<file path="src/rtl/id_ex_stage.sv">
// rtl/id_ex_stage.sv - ID/EX pipeline register with load-use hazard detection and bubble insertion
module id_ex_stage #(
    parameter int XLEN  = 32,
    parameter int CNT_W = 16
) (
    input  logic             clk_i,
    input  logic             rst_ni,
    input  logic             valid_i,
    input  logic [XLEN-1:0]  pc_i,
    input  logic [4:0]       rs1_addr_i,
    input  logic [4:0]       rs2_addr_i,
    input  logic [4:0]       rd_addr_i,
    input  logic             uses_rs1_i,
    input  logic             uses_rs2_i,
    input  logic [XLEN-1:0]  rs1_data_i,
    input  logic [XLEN-1:0]  rs2_data_i,
    input  logic [XLEN-1:0]  imm_i,
    input  logic [2:0]       funct3_i,
    input  logic             reg_write_en_i,
    input  logic             rs1_pc_sel_i,
    input  logic             rs2_imm_sel_i,
    input  logic             is_branch_instr_i,
    input  logic             is_load_instr_i,
    input  logic             is_store_instr_i,
    input  logic             unconditional_branch_i,
    input  logic [1:0]       wb_sel_i,
    input  logic [3:0]       alu_op_i,
    input  logic             flush_i,
    input  logic             ex_stall_i,
    output logic             valid_o,
    output logic [XLEN-1:0]  pc_o,
    output logic [4:0]       rs1_addr_o,
    output logic [4:0]       rs2_addr_o,
    output logic [4:0]       rd_addr_o,
    output logic [XLEN-1:0]  rs1_data_o,
    output logic [XLEN-1:0]  rs2_data_o,
    output logic [XLEN-1:0]  imm_o,
    output logic [2:0]       funct3_o,
    output logic             reg_write_en_o,
    output logic             rs1_pc_sel_o,
    output logic             rs2_imm_sel_o,
    output logic             is_branch_instr_o,
    output logic             is_load_instr_o,
    output logic             is_store_instr_o,
    output logic             unconditional_branch_o,
    output logic [1:0]       wb_sel_o,
    output logic [3:0]       alu_op_o,
    output logic             stall_o,
    output logic [CNT_W-1:0] bubble_count_o
);

    typedef struct packed {
        logic            valid;
        logic [XLEN-1:0] pc;
        logic [4:0]      rs1_addr;
        logic [4:0]      rs2_addr;
        logic [4:0]      rd_addr;
        logic [XLEN-1:0] rs1_data;
        logic [XLEN-1:0] rs2_data;
        logic [XLEN-1:0] imm;
        logic [2:0]      funct3;
        logic            reg_write_en;
        logic            rs1_pc_sel;
        logic            rs2_imm_sel;
        logic            is_branch;
        logic            is_load;
        logic            is_store;
        logic            uncond;
        logic [1:0]      wb_sel;
        logic [3:0]      alu_op;
    } ex_t;

    ex_t              ex_d, ex_q, capture;
    logic [CNT_W-1:0] bubble_count_d, bubble_count_q;
    logic             load_use;

    assign load_use = ex_q.valid && ex_q.is_load && (ex_q.rd_addr != 5'd0) && valid_i &&
                      ((uses_rs1_i && (rs1_addr_i == ex_q.rd_addr)) ||
                       (uses_rs2_i && (rs2_addr_i == ex_q.rd_addr)));

    // Gated by reset so upstream never sees a stall while the pipe is held in reset.
    assign stall_o = rst_ni && !flush_i && (ex_stall_i || load_use);

    always_comb begin
        capture          = '0;
        capture.valid    = valid_i;
        capture.pc       = pc_i;
        capture.rs1_addr = rs1_addr_i;
        capture.rs2_addr = rs2_addr_i;
        capture.rd_addr  = rd_addr_i;
        capture.rs1_data = rs1_data_i;
        capture.rs2_data = rs2_data_i;
        capture.imm      = imm_i;
        capture.funct3   = funct3_i;
        // Control fields stay zero for an empty slot so execute cannot act on stale decode.
        if (valid_i) begin
            capture.reg_write_en = reg_write_en_i;
            capture.rs1_pc_sel   = rs1_pc_sel_i;
            capture.rs2_imm_sel  = rs2_imm_sel_i;
            capture.is_branch    = is_branch_instr_i;
            capture.is_load      = is_load_instr_i;
            capture.is_store     = is_store_instr_i;
            capture.uncond       = unconditional_branch_i;
            capture.wb_sel       = wb_sel_i;
            capture.alu_op       = alu_op_i;
        end
    end

    always_comb begin
        ex_d           = ex_q;
        bubble_count_d = bubble_count_q;
        if (flush_i) begin
            ex_d = '0;
        end else if (ex_stall_i) begin
            ex_d = ex_q;
        end else if (load_use) begin
            ex_d = '0;
            if (bubble_count_q != {CNT_W{1'b1}}) begin
                bubble_count_d = bubble_count_q + CNT_W'(1);
            end
        end else begin
            ex_d = capture;
        end
    end

    always_ff @(posedge clk_i or negedge rst_ni) begin
        if (!rst_ni) begin
            ex_q           <= '0;
            bubble_count_q <= '0;
        end else begin
            ex_q           <= ex_d;
            bubble_count_q <= bubble_count_d;
        end
    end

    assign valid_o                = ex_q.valid;
    assign pc_o                   = ex_q.pc;
    assign rs1_addr_o             = ex_q.rs1_addr;
    assign rs2_addr_o             = ex_q.rs2_addr;
    assign rd_addr_o              = ex_q.rd_addr;
    assign rs1_data_o             = ex_q.rs1_data;
    assign rs2_data_o             = ex_q.rs2_data;
    assign imm_o                  = ex_q.imm;
    assign funct3_o               = ex_q.funct3;
    assign reg_write_en_o         = ex_q.reg_write_en;
    assign rs1_pc_sel_o           = ex_q.rs1_pc_sel;
    assign rs2_imm_sel_o          = ex_q.rs2_imm_sel;
    assign is_branch_instr_o      = ex_q.is_branch;
    assign is_load_instr_o        = ex_q.is_load;
    assign is_store_instr_o       = ex_q.is_store;
    assign unconditional_branch_o = ex_q.uncond;
    assign wb_sel_o               = ex_q.wb_sel;
    assign alu_op_o               = ex_q.alu_op;
    assign bubble_count_o         = bubble_count_q;

endmodule

</file>
<file path="config.mk">
export PLATFORM = sky130hd
export DESIGN_NAME = id_ex_stage
export DESIGN_NICKNAME = d
export VERILOG_FILES = /design/src/rtl/id_ex_stage.sv
export SDC_FILE = /design/constraint.sdc
export NUM_CORES = 1
export LEC_CHECK = 0
export CAP_MARGIN = 20
export CORE_MARGIN = 2
export CORE_UTILIZATION = 40
export CTS_BUF_LIST = sky130_fd_sc_hd__clkbuf_16
export CTS_CLUSTER_SIZE = 8
export DETAILED_ROUTE_END_ITERATION = 10
export HOLD_SLACK_MARGIN = 0.15
export PLACE_DENSITY = 0.81
export SYNTH_ARGS = -nofsm -noshare
export SYNTH_HDL_FRONTEND = slang
export SYNTH_SLANG_ARGS = --single-unit
</file>
<file path="constraint.sdc">
create_clock -name clk_i -period 2.65 [get_ports clk_i]
set_clock_uncertainty 0.05 [all_clocks]
set_input_delay 0.53 -clock clk_i [delete_from_list [all_inputs] [get_ports clk_i]]
set_output_delay 0.53 -clock clk_i [all_outputs]
set_load 0.005 [all_outputs]
</file>
==> flow_summary_export.csv <==
group,metric,value,unit
critical_path,cp-end-kind,"primary output",
yosys,synth_seq_cells,176,
cells_and_area,nFillCells,1132,
power_and_ir_drop,total_power,6.25,mW
die,die_area,0.0176,mm²
timing,period_minus_slack,2530,ps
power_and_ir_drop,p_leak,4.77,nW
timing,maxSlewViolCount,0,
critical_path,worstPathRequired,2070,ps
routing,drtIter0Drc,314,
yosys,synth_area,0.00660,mm²
die,pin_count,343,
cells_and_area,layout-drive-gt1-share,8.21,%
routing,via_per_inst,5.26,
timing,fin_hold_ws,236,ps
routing,ant_nets,0,
timing,tightestPinTransition,924,ps
power_and_ir_drop,power_per_cell_area,573,mW/mm²
clock_tree,cts_buffers,17,
yosys,yosysWarnings,0,
clock_tree,htree_num_levels,4,
cells_and_area,syn2layout_area_growth,65.2,%
global_route,first_global_vias,5663,
clock_tree,root_buffer,"clkbuf_16",
cells_and_area,fin_nets,970,
die,start_util,41.3,%
timing,period_share,95.6,%
timing,rsz0062_at_grt,"false",
place,routabilityCongestion,0.926,
critical_path,worst-path-max-fanout,2,
yosys,yosysSeqAreaShare,66.7,%
cells_and_area,n_antenna_cell,0,
place,port_buffers,342,
die,fp.dieW,132,µm
global_route,track_usage,23.0,%
cells_and_area,final_area,0.0109,mm²
global_route,antenna_found_initial,0,
yosys,netlist_top_cells_area,"dfrtp_1, a22o_1, xnor2_1",
clock_tree,clock-sinks,176,
status,status,"complete, no violations",
global_route,grt_first_pass_wirelength,31700,µm
clock_tree,insertion_delay,420,ps
die,die_height,132,µm
yosys,synth_cells,456,
global_route,grt_max_degree,177,
clock_tree,cts_tree,"done",
yosys,yosysTopAreaCell,"dfrtp_1",
yosys,synth.distinct_cells,31,
yosys,syn_nets,623,
clock_tree,clockBufferDepth,2,
timing,finalSetupTns,0,ps
cells_and_area,mostFrequentLayoutCells,"clkdlybuf4s50_1, dfrtp_1, a22o_1, xnor2_1, buf_4",
routing,wl_per_cell,19.5,µm
critical_path,crit_path_start_kind,"flip-flop",
place,place_area,0.0103,mm²
die,rows,46,
critical_path,crit_arrival,1950,ps
timing,maxClockFrequency,395,MHz
timing,setup_viol,0,
clock_tree,cts_hold_buf,0,
global_route,grt_overflow,0,
clock_tree,clk_pin_slew,70,ps
timing,hold_viol_final,0,
worst_hold_path,hold_class,"primary input to asynchronous set/reset pin",
yosys,synth_top_area_share,66.7,%
critical_path,worst-setup-path-type,"flip-flop to primary output",
routing,first_pass_iters,5,
yosys,syn_avg_cell_area,14.5,µm²
power_and_ir_drop,max-vdd-ir-drop,0.000419,V
flow_run,max_cap_viol_count,0,
timing,relSlewSlack,38.4,%
die,core_area,0.0160,mm²
place,dp_hpwl,14200,µm
cells_and_area,mostFrequentLayoutCell,"clkdlybuf4s50_1",
routing,wirelength,20100,µm
routing,num_vias,5430,
routing,remaining_drc_errors,0,
-- final timing paths --
check,from,endpoint,slack (ps),cells past startpoint
worst max-delay path,rd_addr_o[1],stall_o,120,6
worst min-delay path,rst_ni,rs1_addr_o[2],240,2
worst max register to register,rd_addr_o[1],imm_o[20],350,7
worst min register to register,reg_write_en_o,reg_write_en_o,440,1
max in group asynchronous,rst_ni,imm_o[30],1620,2
min in group clk_i,reg_write_en_o,reg_write_en_o,440,1
-- what timing repair did --
item / 4_1_cts / 5_1_grt
resized for setup: 8 / 2
setup buffers: 5 / 1
setup endpoints to repair: 1 / 1
gates cloned: 0 / 0
pin swaps: 1 / 1
-- synth_stat cells, drive strengths merged --
cell type and n:
dfrtp 176, a22o 147, xnor2 25, clkbuf 20, buf 17, a32o 13, nand4 13, nand2 8
nor2 6, nand3 5, and3 3, nor4 3, a21oi 2, inv 2, nor2b 2, nor3 2
nor3b 2, or2 2, and4 1, ha 1, mux2 1, nand4b 1, o21ai 1, o22ai 1
or3 1, or4 1
-- metal layers --
layer  part of all wire (%)  vias to the layer above  routed length (µm)  GRT usage [%]
met2                     50                      282                9950           38.0
met1                     40                     2654                8000           28.5
met4                    3.0                        0                 597           9.68
met3                    7.7                       41                1540           6.48
met5                      0                        -                   0              0
li1                       -                     2453                   -              -
-- flip-flops by register name (all words and copies together), names as in the netlist, 3 cells and up --
signal	cells
imm_o	32
bubble_count_o	16
alu_op_o	4
rs1_addr_o	5
rd_addr_o	5
rs1_data_o	32
pc_o	32
rs2_data_o	32
rs2_addr_o	5
funct3_o	3
-- worst max-delay path, stage by stage, from the launching register on --
cell      delay (ps)
dfrtp_2          410
or4_4            540
o21ai_2          180
inv_2             70
a21oi_2          150
nor3b_2           60
clkbuf_2         130
-- where the power goes --
group / internal, mW / leakage [nW] / switching (mW)
sequential: 2.82 / 2.35 / 0.0854
clock: 1.40 / 0.280 / 1.06
combinational: 0.570 / 2.14 / 0.314
-- per-stage QoR --
step           setup slack [ps]  utilization, %  std cells
5_1_grt                    3.26            68.2       1032
2_1_floorplan               288               -        456
6_report                    116            68.2       1032
3_3_place_gp               -274            64.2        994
3_5_place_dp               -288            64.2        994
4_1_cts                    10.2            68.1       1031
-- logic make-up after synthesis --
logic type	share of synthesized area, %
simple gates	4.21
mux	0.171
buf+inv	3.52
compound gates	21.9
fa+ha+maj	0.189
flops	66.7
xor+xnor	3.32
-- layout make-up --
type | count | area, µm² | area share, %
sequential | 176 | 4410 | 40.4
timing repair buffer | 365 | 3640 | 33.4
multi-input combinational | 241 | 2000 | 18.3
clock buffer | 17 | 425 | 3.90
tap | 216 | 270 | 2.48
clock inverter | 15 | 156 | 1.43
inverter | 2 | 7.51 | 0.0688
(Power assumes the default switching activity.)
